<file path="src/rtl/qerr_pkg.sv">
// Shared constants and state encoding for the requantization error meter.
package qerr_pkg;
  localparam int DW_DEF     = 18;
  localparam int MAXLOG_DEF = 10;
  localparam int ACCW_DEF   = 2 * DW_DEF + MAXLOG_DEF;

  typedef enum logic [2:0] {
    ST_IDLE,
    ST_WAIT,
    ST_SQUARE,
    ST_ACC,
    ST_DONE
  } state_t;

  function automatic int acc_width(input int dw, input int maxlog);
    return 2 * dw + maxlog;
  endfunction
endpackage

</file>
<file path="src/rtl/qerr_meter_if.sv">
// Sample, control and result signals of the error meter, with bench-side and meter-side views.
interface qerr_meter_if import qerr_pkg::*; #(
  parameter int DW = DW_DEF
);
  logic [DW-1:0]   datain;
  logic [DW-1:0]   dataq;
  logic            endata;
  logic [3:0]      Nlog;
  logic            start;
  logic            busy;
  logic            done;
  logic [2*DW-1:0] mse;
  logic            overrun;
  logic [DW-1:0]   peak;

  modport master (
    output datain, dataq, endata, Nlog, start,
    input  busy, done, mse, overrun, peak
  );

  modport slave (
    input  datain, dataq, endata, Nlog, start,
    output busy, done, mse, overrun, peak
  );
endinterface

</file>
<file path="src/rtl/seq_square.sv">
// Shift-add squarer: one multiplier bit per cycle, DW cycles per product.
module seq_square import qerr_pkg::*; #(
  parameter int DW = DW_DEF
) (
  input  logic            clock,
  input  logic            reset,
  input  logic            start,
  input  logic [DW-1:0]   operand,
  output logic            busy,
  output logic [2*DW-1:0] product
);
  localparam int CW = $clog2(DW + 1);

  logic [2*DW-1:0] r_mcand;
  logic [DW-1:0]   r_mplier;
  logic [CW-1:0]   r_cnt;
  logic [2*DW-1:0] r_prod;

  always_ff @(posedge clock) begin
    if (reset) begin
      r_mcand  <= '0;
      r_mplier <= '0;
      r_cnt    <= '0;
      r_prod   <= '0;
    end else if (start) begin
      r_mcand  <= (2*DW)'(operand);
      r_mplier <= operand;
      r_cnt    <= CW'(DW);
      r_prod   <= '0;
    end else if (r_cnt != '0) begin
      if (r_mplier[0]) r_prod <= r_prod + r_mcand;
      r_mcand  <= r_mcand << 1;
      r_mplier <= r_mplier >> 1;
      r_cnt    <= r_cnt - CW'(1);
    end
  end

  // busy drops during the final bit so the product is settled on the following cycle
  assign busy    = (r_cnt > CW'(1));
  assign product = r_prod;
endmodule

</file>
<file path="src/rtl/qerr_meter.sv">
// Windowed mean-squared requantization error meter; peak |error| tracking
// is built only when QERR_PEAK_EN is defined (otherwise peak reads 0).
module qerr_meter import qerr_pkg::*; #(
  parameter int DW     = DW_DEF,
  parameter int MAXLOG = MAXLOG_DEF
) (
  input logic         clock,
  input logic         reset,
  qerr_meter_if.slave bus
);
  // state  | meaning
  // IDLE   | no window open, waiting for start
  // WAIT   | window open, waiting for the next endata pair
  // SQUARE | squaring the latched |error|
  // ACC    | accumulate product, advance sample count
  // DONE   | publish mse/peak, pulse done
  localparam int ACCW = acc_width(DW, MAXLOG);
  localparam int CW   = MAXLOG + 1;
  localparam logic [3:0] MAXLOG4 = 4'(MAXLOG);

  state_t          r_state, w_next;
  logic [3:0]      r_nlog;
  logic [ACCW-1:0] r_acc;
  logic [CW-1:0]   r_cnt;
  logic            r_busy, r_done, r_overrun;
  logic [2*DW-1:0] r_mse;

  logic [DW:0]     w_err, w_mag;
  logic [DW-1:0]   w_abs;
  logic [3:0]      w_nlog_clamp;
  logic [CW-1:0]   w_cnt_inc, w_target;
  logic            w_sq_start, w_sq_busy;
  logic [2*DW-1:0] w_sq_prod;

  assign w_err        = {bus.datain[DW-1], bus.datain} - {bus.dataq[DW-1], bus.dataq};
  assign w_mag        = w_err[DW] ? (~w_err + (DW+1)'(1)) : w_err;
  assign w_abs        = w_mag[DW] ? '1 : w_mag[DW-1:0];
  assign w_nlog_clamp = (bus.Nlog > MAXLOG4) ? MAXLOG4 : bus.Nlog;
  assign w_cnt_inc    = r_cnt + CW'(1);
  assign w_target     = CW'(1) << r_nlog;

  seq_square #(.DW(DW)) u_square (
    .clock   (clock),
    .reset   (reset),
    .start   (w_sq_start),
    .operand (w_abs),
    .busy    (w_sq_busy),
    .product (w_sq_prod)
  );

  always_comb begin
    w_next     = r_state;
    w_sq_start = 1'b0;
    case (r_state)
      ST_IDLE:   if (bus.start) w_next = ST_WAIT;
      ST_WAIT:   if (bus.endata) begin
                   w_next     = ST_SQUARE;
                   w_sq_start = 1'b1;
                 end
      ST_SQUARE: if (!w_sq_busy) w_next = ST_ACC;
      ST_ACC:    w_next = (w_cnt_inc == w_target) ? ST_DONE : ST_WAIT;
      ST_DONE:   w_next = ST_IDLE;
      default:   w_next = ST_IDLE;
    endcase
  end

  always_ff @(posedge clock) begin
    if (reset) begin
      r_state   <= ST_IDLE;
      r_nlog    <= '0;
      r_acc     <= '0;
      r_cnt     <= '0;
      r_busy    <= 1'b0;
      r_done    <= 1'b0;
      r_overrun <= 1'b0;
      r_mse     <= '0;
    end else begin
      r_state <= w_next;
      r_done  <= 1'b0;
      case (r_state)
        ST_IDLE: if (bus.start) begin
                   r_nlog    <= w_nlog_clamp;
                   r_acc     <= '0;
                   r_cnt     <= '0;
                   r_overrun <= 1'b0;
                   r_busy    <= 1'b1;
                 end
        ST_ACC:  begin
                   r_acc <= r_acc + ACCW'(w_sq_prod);
                   r_cnt <= w_cnt_inc;
                 end
        ST_DONE: begin
                   r_mse  <= (2*DW)'(r_acc >> r_nlog);
                   r_done <= 1'b1;
                   r_busy <= 1'b0;
                 end
        default: ;
      endcase
      // a start in IDLE sees r_busy low, so a coincident endata never flags
      if (bus.endata && (r_state != ST_WAIT) && r_busy) r_overrun <= 1'b1;
    end
  end

`ifdef QERR_PEAK_EN
  logic [DW-1:0] r_abs, r_peak_run, r_peak;

  always_ff @(posedge clock) begin
    if (reset) begin
      r_abs      <= '0;
      r_peak_run <= '0;
      r_peak     <= '0;
    end else begin
      if ((r_state == ST_IDLE) && bus.start) r_peak_run <= '0;
      if (w_sq_start) r_abs <= w_abs;
      if ((r_state == ST_ACC) && (r_abs > r_peak_run)) r_peak_run <= r_abs;
      if (r_state == ST_DONE) r_peak <= r_peak_run;
    end
  end

  assign bus.peak = r_peak;
`else
  assign bus.peak = '0;
`endif

  assign bus.busy    = r_busy;
  assign bus.done    = r_done;
  assign bus.mse     = r_mse;
  assign bus.overrun = r_overrun;
endmodule
</file>
<file path="src/flat_wrapper.sv">
// flat-port wrapper written by rule: the top's interface ports become plain ports
module qerr_meter_flat import qerr_pkg::*;
#(
  parameter int DW     = DW_DEF,
  parameter int MAXLOG = MAXLOG_DEF
)
  (clock, reset, bus_datain, bus_dataq, bus_endata, bus_Nlog, bus_start, bus_busy, bus_done, bus_mse, bus_overrun, bus_peak);
  qerr_meter_if #(.DW(DW)) bus_i ();
  input logic clock;
  input logic reset;
  input wire logic [$bits(bus_i.datain)-1:0] bus_datain;
  input wire logic [$bits(bus_i.dataq)-1:0] bus_dataq;
  input wire logic [$bits(bus_i.endata)-1:0] bus_endata;
  input wire logic [$bits(bus_i.Nlog)-1:0] bus_Nlog;
  input wire logic [$bits(bus_i.start)-1:0] bus_start;
  output wire logic [$bits(bus_i.busy)-1:0] bus_busy;
  output wire logic [$bits(bus_i.done)-1:0] bus_done;
  output wire logic [$bits(bus_i.mse)-1:0] bus_mse;
  output wire logic [$bits(bus_i.overrun)-1:0] bus_overrun;
  output wire logic [$bits(bus_i.peak)-1:0] bus_peak;
  assign bus_i.datain = bus_datain;
  assign bus_i.dataq = bus_dataq;
  assign bus_i.endata = bus_endata;
  assign bus_i.Nlog = bus_Nlog;
  assign bus_i.start = bus_start;
  assign bus_busy = bus_i.busy;
  assign bus_done = bus_i.done;
  assign bus_mse = bus_i.mse;
  assign bus_overrun = bus_i.overrun;
  assign bus_peak = bus_i.peak;
  qerr_meter #(.DW(DW), .MAXLOG(MAXLOG)) u_core (.clock(clock), .reset(reset), .bus(bus_i));
endmodule
</file>
<file path="config.mk">
export PLATFORM = sky130hd
export DESIGN_NAME = qerr_meter_flat
export DESIGN_NICKNAME = d
export VERILOG_FILES = /design/src/rtl/qerr_pkg.sv /design/src/rtl/qerr_meter_if.sv /design/src/rtl/seq_square.sv /design/src/rtl/qerr_meter.sv /design/src/flat_wrapper.sv
export SDC_FILE = /design/constraint.sdc
export NUM_CORES = 1
export LEC_CHECK = 0
export ABC_CLOCK_PERIOD_IN_PS = 3290
export CAP_MARGIN = 0
export CORE_MARGIN = 2
export CORE_UTILIZATION = 49
export DETAILED_ROUTE_END_ITERATION = 8
export PLACE_DENSITY = 0.75
export RECOVER_POWER = 50
export SLEW_MARGIN = 20
export SYNTH_ARGS = -nofsm -noshare
export SYNTH_HDL_FRONTEND = slang
export SYNTH_SLANG_ARGS = --single-unit
</file>
<file path="constraint.sdc">
create_clock -name clock -period 3.29 [get_ports clock]
set_input_delay 0.4935 -clock clock [delete_from_list [all_inputs] [get_ports clock]]
set_output_delay 0.4935 -clock clock [all_outputs]
set_load 0.01 [all_outputs]
</file>
==> run metrics, run 1 <==
top cells by area, synth=dfxtp_1 (27%), ha_1 (8.1%), nand2_1 (6.6%), a21oi_1 (6.2%), mux4_2 (5.7%); hold crit path type=flip-flop to flip-flop; Worst Path Class, Setup=input port to flip-flop; Seq/Total Area, Yosys=27.3%; Cell Int Power=4.50 mW; hold depth=2; n_diodes=0; Boundary Pins=101; Final HPWL DP=28200 microns; Synth Area in Compound Gates=23.7%; Global Route Usage Sum=23.8%; CP Max Fanout=6; Port Buf Inserts=82; die area=31100 sq um; commonest cells after routing, fill and taps aside=nand2_1 (255), dfxtp_1 (195), a21oi_1 (172), nor2_1 (167), buf_4 (115); area occupied by registers=3970 sq um; Area after DPL=16300 sq um; fin crit share=97.1%; Post-Synth Adder-Cell Area=8.50%; maximum vdd ir drop=0.390 mV; vias per std cell=5.86; Startpoint Class=input port; Hold EP=u_core.bus.overrun; Die W=176 microns; pin count of the biggest net entering global routing=65; average routed wire per standard cell=16.2 microns; final instance area=17400 sq um; status=finished with violations; Synth Area in XOR/XNOR=5.36%; synthesized-area fraction occupied by and/or/nand/nor cells=19.4%; Most used DFF post-synth=dfxtp_1; multi-input logic area=10300 sq um; violated checks=capacitance limit, slew limit; Worst R2R Path Depth=11; Initial Util=49.5%; vias in the first global route=12700; Max Clock Skew=0.0175 ns; clk sinks=198; area delta synth->final=19.4%; Final Critical Period=3.19 ns; H-tree Lvls=4; Sw Ratio=33.6%; Fill cells=2551; Syn Inst Count=1817; Cells after DPL=2299; synth unique cells=75; CTS tree=yes; Final nets=2082; share of the synthesized area in the top cell type=27.3%; Arr. time, crit path=3.55 ns; Pwr Density=391 nW/um^2; Seq cells post-synth=198; Root Buffer=clkbuf_16; vias after detailed routing=13700; post-synthesis mux area share=11.1%; worst rel slew slack=-57.4%; Clock Latency Late Sink=0.45 ns; CTS Hold Bufs=0; clk buf depth=2; Yosys warnings=0; worst-margin pin slew=2.36 ns; cts bufs inserted=17; MaxCap Viol Count=2; layout cells sized above 1=14.7%; Worst R2R End=u_core.r_acc[39]; Layout Cells excl Fill=2344; cell taking the most area after synthesis=dfxtp_1; Final Hold Viols=0; Synth Cell Area=14500 sq um; initial antenna violation count=0; Clock power frac=33.4%; largest family of logic cells by synthesized area=compound AO/OA/AOI/OAI gates; # DRC=0; sequential share of power=38.9%; combinational share of power=27.7%; # setup viols final=0; max-slew violations=93; ys async rst share=0%; RD Place Congestion=0.901; drt first pass iters=5; syn_area_per_cell=8.00 sq um; Fmax=313 MHz; number of synthesized flops with an enable pin=0; Pleak=7.37 nW; initial DRC count=1082; NetSw=2.28 mW; GRT overflow=0; Core Area=29400 sq um; most common cell after layout, fill and taps aside=nand2_1; critical path endpoint category=flip-flop; Die H=176 microns; global-route wire length before repair=61700 microns; final WL=37900 microns; Worst EP required=3.65 ns; Routed Antenna Nets=0; worst r2r src=u_core.r_acc[9]; row count=63; r2r setup slk=0.19 ns; min-delay src=u_core.bus.overrun; clk slew on worst S/H paths=0.08 ns
==> power groups by stage <==
stage | clock (mW) | sequential [mW] | combinational (mW)
final | 2.27 | 2.64 | 1.88
after detailed placement | 0 | 2.69 | 1.75
after global routing | 2.40 | 2.65 | 2.07
after floorplan | 0 | 2.64 | 1.28
after global placement | 0 | 2.69 | 1.71
after CTS | 2.30 | 2.63 | 1.79
==> per-layer routing <==
layer  GRT usage [%]  part of all wire [%]  vias to the layer above
met3            2.95                   3.9                       60
met1            31.2                    45                     6522
met2            40.8                    48                      324
met5               0                     0                        -
li1                -                     -                     6837
met4            7.64                   2.4                        0
==> kinds of logic after synthesis <==
logic type,count (synthesis)
multiplexers,113
other,1
flip-flops,198
adder cells (fa/ha/maj),97
AND/OR/NAND/NOR,628
XOR/XNOR,89
buffers and inverters,161
AO/OA/AOI/OAI,530
==> worst max-delay path, cell delays in order <==
cell	delay, ns
clkdlybuf4s50_1	0.46
inv_1	0.06
ha_4	0.30
nand2_4	0.07
o2111ai_2	0.20
nor3_2	0.09
or2_4	0.27
a211o_1	0.35
nor4_4	0.30
and2b_1	0.20
a41oi_2	0.19
buf_6	0.19
nor2b_2	0.15
a311oi_1	0.24
==> worst max-delay path by stage <==
stage / start / end / depth (start not counted)
after floorplan: bus_dataq[5] / u_core.u_square.r_mcand[6] / 14
after global placement: bus_dataq[5] / u_core.u_square.r_mcand[13] / 14
after detailed placement: bus_datain[0] / u_core.u_square.r_mcand[12] / 15
after CTS: bus_dataq[2] / u_core.u_square.r_mplier[9] / 14
after global routing: bus_dataq[9] / u_core.u_square.r_mcand[5] / 14
final: bus_dataq[9] / u_core.u_square.r_mcand[5] / 14
==> stage by stage <==
step | worst slack, ns | power (mW) | setup TNS (ns) | hold slack, ns | utilization [%]
after floorplan | -0.0747 | 3.92 | -1.21 | 0.446 | -
after CTS | 0.000568 | 6.73 | 0 | 0.459 | 58.1
final | 0.0967 | 6.78 | 0 | 0.459 | 59.0
after global routing | -0.0508 | 7.12 | -0.302 | 0.493 | 59.0
after detailed placement | -0.887 | 4.44 | -29.17 | 0.452 | 55.4
after global placement | -0.716 | 4.40 | -23.96 | 0.452 | 55.4
==> registers in the layout, summed over array words and instances (netlist names) <==
| name | count |
|---|---|
| u_core.r_state | 3 |
| u_core.bus.done | 1 |
| u_core.r_cnt | 11 |
| u_core.r_acc | 46 |
| u_core.u_square.r_cnt | 5 |
| u_core.bus.busy | 1 |
| u_core.bus.mse | 36 |
| u_core.bus.overrun | 1 |
| u_core.r_nlog | 4 |
| u_core.u_square.r_mplier | 18 |
| u_core.u_square.r_mcand | 36 |
| u_core.u_square.product | 36 |
==> repair_timing <==
item | 4_1_cts | 5_1_grt
gates cloned | 1 | 0
endpoints found under the setup margin | 36 | 44
hold endpoints to repair | 0 | 0
pin swaps | 36 | 24
gates resized for setup | 55 | 50
setup buffers | 5 | 9
==> area by class of cell <==
cell class	count	share of cell area [%]
clock inverters	15	1.23
repair buffers	206	10.1
well taps	390	2.81
multi-input cells	1475	59.5
flip-flops and latches	198	22.9
inverters	43	1.00
clock buffers	17	2.45
==> synth_stat cells, types with 30 or more instances <==
| cell type | instances |
|---|---|
| ha_1 | 94 |
| o21a_1 | 30 |
| nor3_1 | 45 |
| dfxtp_1 | 198 |
| xnor2_1 | 59 |
| mux2i_1 | 59 |
| nor2_1 | 168 |
| nand2_1 | 257 |
| a21oi_1 | 179 |
| xor2_1 | 30 |
| a21o_1 | 37 |
| clkbuf_1 | 80 |
| o21ai_0 | 73 |
| a211oi_1 | 37 |
| mux4_2 | 37 |
| nand3_1 | 32 |
| inv_1 | 42 |
Power figures use the tool's default switching activity.
==> run 2, diff against run 1 <==
Settings changed: CAP_MARGIN 0 to not set.
==> results of run 2 <==
The final DEF is identical to that of run 1; final timing and power are the same.
==> run 3, diff against run 2 <==
Settings changed: TNS_END_PERCENT set to 100.
==> results of run 3 <==
The final DEF is identical to that of run 1; final timing and power are the same.
